### src/rtl/pmc_dc_conf_shifter.sv
// DC configuration register with a serial shifter that streams the register
// MSB first to the pixel matrix after every accepted write.
module pmc_dc_conf_shifter #(
    parameter logic [31:0] DC_RESET_VALUE = 32'h0000_0000
) (
    input  logic        clk,
    input  logic        rst_n,
    input  logic        hit,
    input  logic        we,
    input  logic [3:0]  be,
    input  logic [31:0] wdata,
    output logic [31:0] rdata,
    output logic        dc_sclk,
    output logic        dc_sdata,
    output logic        dc_load,
    output logic        busy
);

    typedef enum logic [1:0] {
        IDLE,
        SHIFT,
        LOAD
    } state_t;

    state_t      state;
    logic [31:0] conf;
    logic [31:0] conf_next;
    logic [31:0] shift_reg;
    logic [31:0] reload_val;
    logic [4:0]  bit_cnt;
    logic        phase;
    logic        pending;
    logic        accept;

    always_comb begin
        accept    = hit & we & (|be);
        conf_next = conf;
        for (int unsigned i = 0; i < 4; i++) begin
            if (be[i]) conf_next[8*i +: 8] = wdata[8*i +: 8];
        end
        // A write landing on the LOAD exit edge is folded into the reload.
        reload_val = accept ? conf_next : conf;
    end

    always_ff @(posedge clk or negedge rst_n) begin
        if (!rst_n) begin
            conf  <= DC_RESET_VALUE;
            rdata <= '0;
        end else begin
            if (accept) conf <= conf_next;
            if (hit && !we) rdata <= conf;
        end
    end

    always_ff @(posedge clk or negedge rst_n) begin
        if (!rst_n) begin
            state     <= IDLE;
            shift_reg <= '0;
            bit_cnt   <= '0;
            phase     <= 1'b0;
            pending   <= 1'b0;
            dc_sclk   <= 1'b0;
            dc_sdata  <= 1'b0;
            dc_load   <= 1'b0;
            busy      <= 1'b0;
        end else begin
            case (state)
                IDLE: begin
                    dc_sclk <= 1'b0;
                    dc_load <= 1'b0;
                    if (accept) begin
                        state     <= SHIFT;
                        shift_reg <= conf_next;
                        bit_cnt   <= 5'd31;
                        phase     <= 1'b0;
                        dc_sdata  <= conf_next[31];
                        busy      <= 1'b1;
                    end else begin
                        dc_sdata <= 1'b0;
                        busy     <= 1'b0;
                    end
                end

                SHIFT: begin
                    busy <= 1'b1;
                    if (accept) pending <= 1'b1;
                    if (!phase) begin
                        phase   <= 1'b1;
                        dc_sclk <= 1'b1;
                    end else begin
                        phase     <= 1'b0;
                        dc_sclk   <= 1'b0;
                        shift_reg <= shift_reg << 1;
                        if (bit_cnt == 5'd0) begin
                            state    <= LOAD;
                            dc_load  <= 1'b1;
                            dc_sdata <= 1'b0;
                        end else begin
                            bit_cnt  <= bit_cnt - 5'd1;
                            dc_sdata <= shift_reg[30];
                        end
                    end
                end

                LOAD: begin
                    dc_load <= 1'b0;
                    dc_sclk <= 1'b0;
                    if (pending || accept) begin
                        state     <= SHIFT;
                        shift_reg <= reload_val;
                        bit_cnt   <= 5'd31;
                        phase     <= 1'b0;
                        pending   <= 1'b0;
                        dc_sdata  <= reload_val[31];
                        busy      <= 1'b1;
                    end else begin
                        state    <= IDLE;
                        dc_sdata <= 1'b0;
                        busy     <= 1'b0;
                    end
                end

                default: begin
                    state    <= IDLE;
                    dc_sclk  <= 1'b0;
                    dc_sdata <= 1'b0;
                    dc_load  <= 1'b0;
                    busy     <= pending;
                end
            endcase
        end
    end

endmodule

### config.mk
export PLATFORM = sky130hd
export DESIGN_NAME = pmc_dc_conf_shifter
export DESIGN_NICKNAME = d
export VERILOG_FILES = /design/src/rtl/pmc_dc_conf_shifter.sv
export SDC_FILE = /design/constraint.sdc
export NUM_CORES = 1
export LEC_CHECK = 0
export CORE_MARGIN = 8
export CORE_UTILIZATION = 50
export DETAILED_ROUTE_END_ITERATION = 10
export PLACE_DENSITY = 0.74
export REMOVE_ABC_BUFFERS = 1
export SLEW_MARGIN = 0
export SYNTH_ARGS = -nofsm -noshare
export SYNTH_HDL_FRONTEND = slang
export SYNTH_SLANG_ARGS = --single-unit
### constraint.sdc
create_clock -name clk -period 2.9 [get_ports clk]
set_input_delay 0.58 -clock clk [delete_from_list [all_inputs] [get_ports clk]]
set_output_delay 0.58 -clock clk [all_outputs]
set_load 0.02 [all_outputs]
**Yosys cells after proc, flatten, opt, wreduce, memory -nomap -nowiden**

Cells that the tools add are included.

- Bits in registers: 108
- Output and inout bits: 36
- Bits of input ports: 40
- Word-level logic and storage cells: 73

- Multiplexer cells: 37
- Bitwise logic cells: 2
- Equal/unequal tests: 8
- Reductions and logical operators: 14
- Add/subtract/negate cells: 1

Operators by type and width:

| kind | number |
|---|---|
| $mux W31 | 3 |
| $pmux W31 S3 | 1 |
| $mux W32 | 1 |
| $mux W8 | 4 |
| $mux W5 | 4 |
| $mux W1 | 15 |
| $pmux W5 S3 | 1 |
| $ne A2 B2 Y1 const B | 6 |
| $pmux W1 S3 | 3 |
| $reduce_and A3 Y1 | 3 |
| $mux W2 | 3 |
| $pmux W2 S3 | 1 |
| $logic_not A5 Y1 | 1 |
| $reduce_and A5 Y1 | 1 |
| $sub A5 B1 Y5 const B | 1 |
| $reduce_and A4 Y1 | 1 |
| $reduce_or A4 Y1 | 1 |
| $reduce_bool A3 Y1 | 1 |
| $and A1 B1 Y1 | 2 |
| $eq A2 B1 Y1 const B | 1 |
| $eq A2 B2 Y1 const B | 1 |
| $logic_not A2 Y1 | 1 |
| $pmux W1 S2 | 1 |
| $reduce_and A2 Y1 | 1 |
| 4 further kinds | 4 |

**Logic depth before layout (Yosys ltp)**

- Depth in word-level cells: 5
- Depth in mapped cells: 9
- Depth with buffers taken out: 7

**Worst setup path before layout**

Ideal clock, no wire load.

- Path type: input-to-reg
- Start: input port be[1]
- End: register shift_reg[1]
- Stages: 5
- Setup slack: 766 ps
- Library setup time: 127 ps
- Buffers on the path: 1
- Data arrival time: 2007 ps
- Required time: 2773 ps
- Cells stage by stage: buf_4 -> or4_4 -> a32o_2 -> nand2_4 -> mux2_1

- Cells in the longest elaborated chain, start to end: 5
- Elaborated cells between the ends (all ways): 9
- Classes of those cells: eq/ne: 2; mux: 3; bitwise: 1; reduce/logical: 3

RTL lines:

| element | line | source |
|---|---|---|
| start: declaration | 10 | `input logic [3:0] be,` |
| $reduce_or A4 Y1 * | 36 | `accept = hit & we & (\|be);` |
| $and A1 B1 Y1 * | 36 |  |
| $mux W32 / $logic_or A1 B1 Y1 (equally long branches) | - |  |
| $mux W31 / $ne A2 B2 Y1 (equally long branches) | - |  |
| $pmux W31 S3 / $reduce_and A4 Y1 (equally long branches) | - |  |
| end signal: assignment | 73 | `shift_reg <= conf_next;` |
| end signal: assignment | 93 | `shift_reg <= shift_reg << 1;` |
| end signal: assignment | 110 | `shift_reg <= reload_val;` |
| end: declaration | 28 | `logic [31:0] shift_reg;` |

Every way passes the cells marked *; elsewhere a longest branch is shown, timed or not. The select of a mux whose other input is x is not followed.
A chain may end at the register's enable or synchronous reset.

**Final worst setup path**

- Start: register state[0]
- End: register shift_reg[30]

- Cells in the longest elaborated chain, start to end: 3
- Elaborated cells between the ends (all ways): 9
- Classes of those cells: eq/ne: 5; mux: 1; reduce/logical: 3

RTL lines:

| element | line | source |
|---|---|---|
| start: declaration | 25 | `state_t state;` |
| start signal: assignment | 57 | `state <= IDLE;` |
| start signal: assignment | 72 | `state <= SHIFT;` |
| start signal: assignment | 95 | `state <= LOAD;` |
| $eq A2 B1 Y1 (tied with other cells) | 67 | `case (state)` |
| $ne A2 B2 Y1 (no line) / $reduce_bool A3 Y1 (equally long branches) | - |  |
| $reduce_and A4 Y1 (no line) | - |  |

Parallel ways exist; a longest one is shown, timed or not.

==> reports/results.tsv <==
stage	metric	value	unit
cts	clkTransAtPathRegs	0.09	ns
worst_setup_path	crit_required	3.19	ns
global_routing	grt_max_degree	53	
worst_setup_path	crit_buf_inv	2	
power_and_ir_drop	ir_drop	0.0005606	V
worst_setup_path	path_cells	inv_1 -> ha_1 -> and2_1 -> buf_4 -> nand2_1 -> a41oi_2	
job	maxCapViolCount	0	
floorplan	start_util	51.13	%
cts	post_cts_buffers	0	
finish	fill_cells	824	
floorplan	die_area	13990	µm²
timing	slew_viol_final	0	
synthesis	syn-mean-instance-area	11.45	µm²
synthesis	async_flop_share	100.0	%
floorplan	die_x	118.3	µm
place	portBuffers	75	
worst_setup_path	cp_slowest_stage_delay	0.59	ns
synthesis	synth_common_cells	dfrtp_1, mux2_2, o21ai_0	
synthesis	synth-seq-cells	108	
floorplan	fp-row-count	37	
timing	setup_viol	0	
routing	wl_per_cell	18.31	µm
synthesis	synth_area	5231	µm²
worst_setup_path	cp_top_family	simple AND/OR/NAND/NOR gates	
routing	routed_via_density	5.783	
worst_hold_path	hp-class	in2async	
routing	routed_wl	12210	µm
synthesis	ys.flop_type	dfrtp_1	
global_routing	antenna_found_initial	0	
cts	cts_tree	built	
place	dp.cells	651	
worst_setup_path	arrival	2.63	ns
routing	remaining_drc_errors	0	
timing	clock-skew-final	0.009105	ns
timing	maxSlewHeadroom	54.48	%
cts	cts.sinks	108	
cts	cts-buffers-inserted	9	
global_routing	grt_pass1_vias	3990	
worst_setup_path	slowest_stage	ha_1	
cts	ctsRootBufferMaster	clkbuf_8	
place	dpl.hpwl	8437	µm
power_and_ir_drop	p_per_area	941.9	nW/µm²
synthesis	yosysSeqAreaShare	51.66	%
power_and_ir_drop	static-leakage-power	2.657	nW
global_routing	grt_usage	17.87	%
timing	timing.final.crit_share	80.78	%
floorplan	core_area	10230	µm²
synthesis	synth_edf_count	0	
finish	nNetsFinal	572	
place	gp_congestion	0.8318	
worst_setup_path	cp-end-kind	register	
worst_setup_path	crit_fanout	21	
timing	tightest_slew	0.6827	ns
timing	hold_viol	0	
floorplan	die_h	118.3	µm
timing	rsz0062_at_grt	false	
synthesis	synth.largest_area_cell	dfrtp_1	
finish	final_cells	667	
worst_setup_path	critical_path_class	reg2reg	
routing	drt_iter0_drc	217	
cts	ctsResizeCount	0	
cts	postCtsHoldBufs	0	
synthesis	yosysTopAreaCellShare	51.66	%
finish	final_util	61.98	%
synthesis	synth_cell_types	46	
timing	min_period	2.343	ns
routing	first_pass_iters	5	
synthesis	synth_warnings	0	
routing	num_vias	3857	
global_routing	grt_pass1_wl	20710	µm
synthesis	synth_most_common_cell	dfrtp_1	
cts	h-tree-depth	3	
timing	max_freq	0.4268	GHz
cts	worstSkewPairLatency	0.37	ns
global_routing	grt-ovfl-total	0	
synthesis	netlist_top_cells_area	dfrtp_1, mux2_2, mux2i_1	
finish	area.growth.synth_to_final	21.21	%
cts	cts_max_path_buffers	2	
routing	antenna_left	0	
synthesis	netlist_instances	457	
finish	final_layout_size_suffix_gt1_share	21.28	%
finish	diodes	0	
status	status	completed	
floorplan	ios	76	
timing	setup_tns	0	ns
worst_setup_path	cp-start-kind	register	
## cells in the final DEF (no fill, tap or decap), types with 2 or more instances in the layout
cell	count
clkdlybuf4s50_1	74
a22o_1	2
nor3_1	2
o21ai_0	52
clkbuf_8	13
buf_4	17
o21ai_1	20
nor2b_1	2
ha_1	6
mux2_1	2
a21boi_0	2
dfrtp_1	108
a41oi_2	3
and2_1	2
nand2_1	7
nand2b_1	3
a21oi_1	30
mux2i_1	33
a31oi_1	4
nor2_1	19
a221oi_1	10
nand3_1	22
inv_1	7
mux2_2	67
## power breakdown
| part | leakage [nW] | switching, mW | total, mW | internal, mW |
|---|---|---|---|---|
| clock network | 0.112 | 0.493 | 0.985 | 0.493 |
| registers | 1.30 | 0.269 | 2.24 | 1.97 |
| logic | 1.24 | 1.59 | 2.75 | 1.15 |
## layout make-up
class	instances	area (µm²)	share of cell area [%]
Clock inverter	3	42.54	0.6709
Tap cell	136	170.2	2.684
Timing Repair Buffer	92	888.4	14.01
Inverter	8	30.03	0.4736
Sequential cell	108	2703	42.62
Multi-Input combinational cell	307	2328	36.72
Clock buffer	13	178.9	2.822
## worst reg2reg max path, stage by stage (launching register included)
cell and delay (ns):
dfrtp_1 0.43, inv_1 0.09, ha_1 0.59, and2_1 0.50, buf_4 0.35, nand2_1 0.11, a41oi_2 0.19
## cells by family (layout without fill, tap and decap cells)
| kind of cell | Yosys count | in the layout | share of synthesized area [%] |
|---|---|---|---|
| adder cells (fa/ha/maj) | 6 | 6 | 1.435 |
| AND/OR/NAND/NOR | 66 | 66 | 6.673 |
| AO/OA/AOI/OAI | 133 | 133 | 15.24 |
| multiplexers | 102 | 102 | 21.17 |
| buffers and inverters | 42 | 116 | 3.827 |
| flip-flops | 108 | 108 | 51.66 |
## stage by stage
stage / power [mW] / hold WS (ns) / area, µm² / worst slack, ns
2_1_floorplan: 3.970 / 0.2844 / 5061 / 0.3864
3_3_place_gp: 4.930 / 0.4767 / 6120 / 0.3059
3_5_place_dp: 5.020 / 0.4813 / 6120 / 0.2480
4_1_cts: 6.025 / 0.2639 / 6341 / 0.5825
5_1_grt: 6.423 / 0.2879 / 6341 / 0.3809
6_report: 5.973 / 0.2406 / 6341 / 0.5572
## metal layers
metal / GRT usage [%] / routed length (µm)
met3: 4.046 / 680
met4: 5.765 / 177
met1: 23.01 / 5258
met5: 0 / 0
met2: 29.27 / 6097
## final timing paths
kind,depth (start not counted),end,from,slack [ns]
max,6,shift_reg[30],state[0],0.56
min,1,shift_reg[12],rst_n,0.24
max reg2reg,6,shift_reg[30],state[0],0.56
min reg2reg,2,dc_load,dc_load,0.50
max in group asynchronous,2,rdata[0],rst_n,1.93
min in group clk,2,dc_load,dc_load,0.50
No activity file was read; power rests on OpenSTA's default activity.
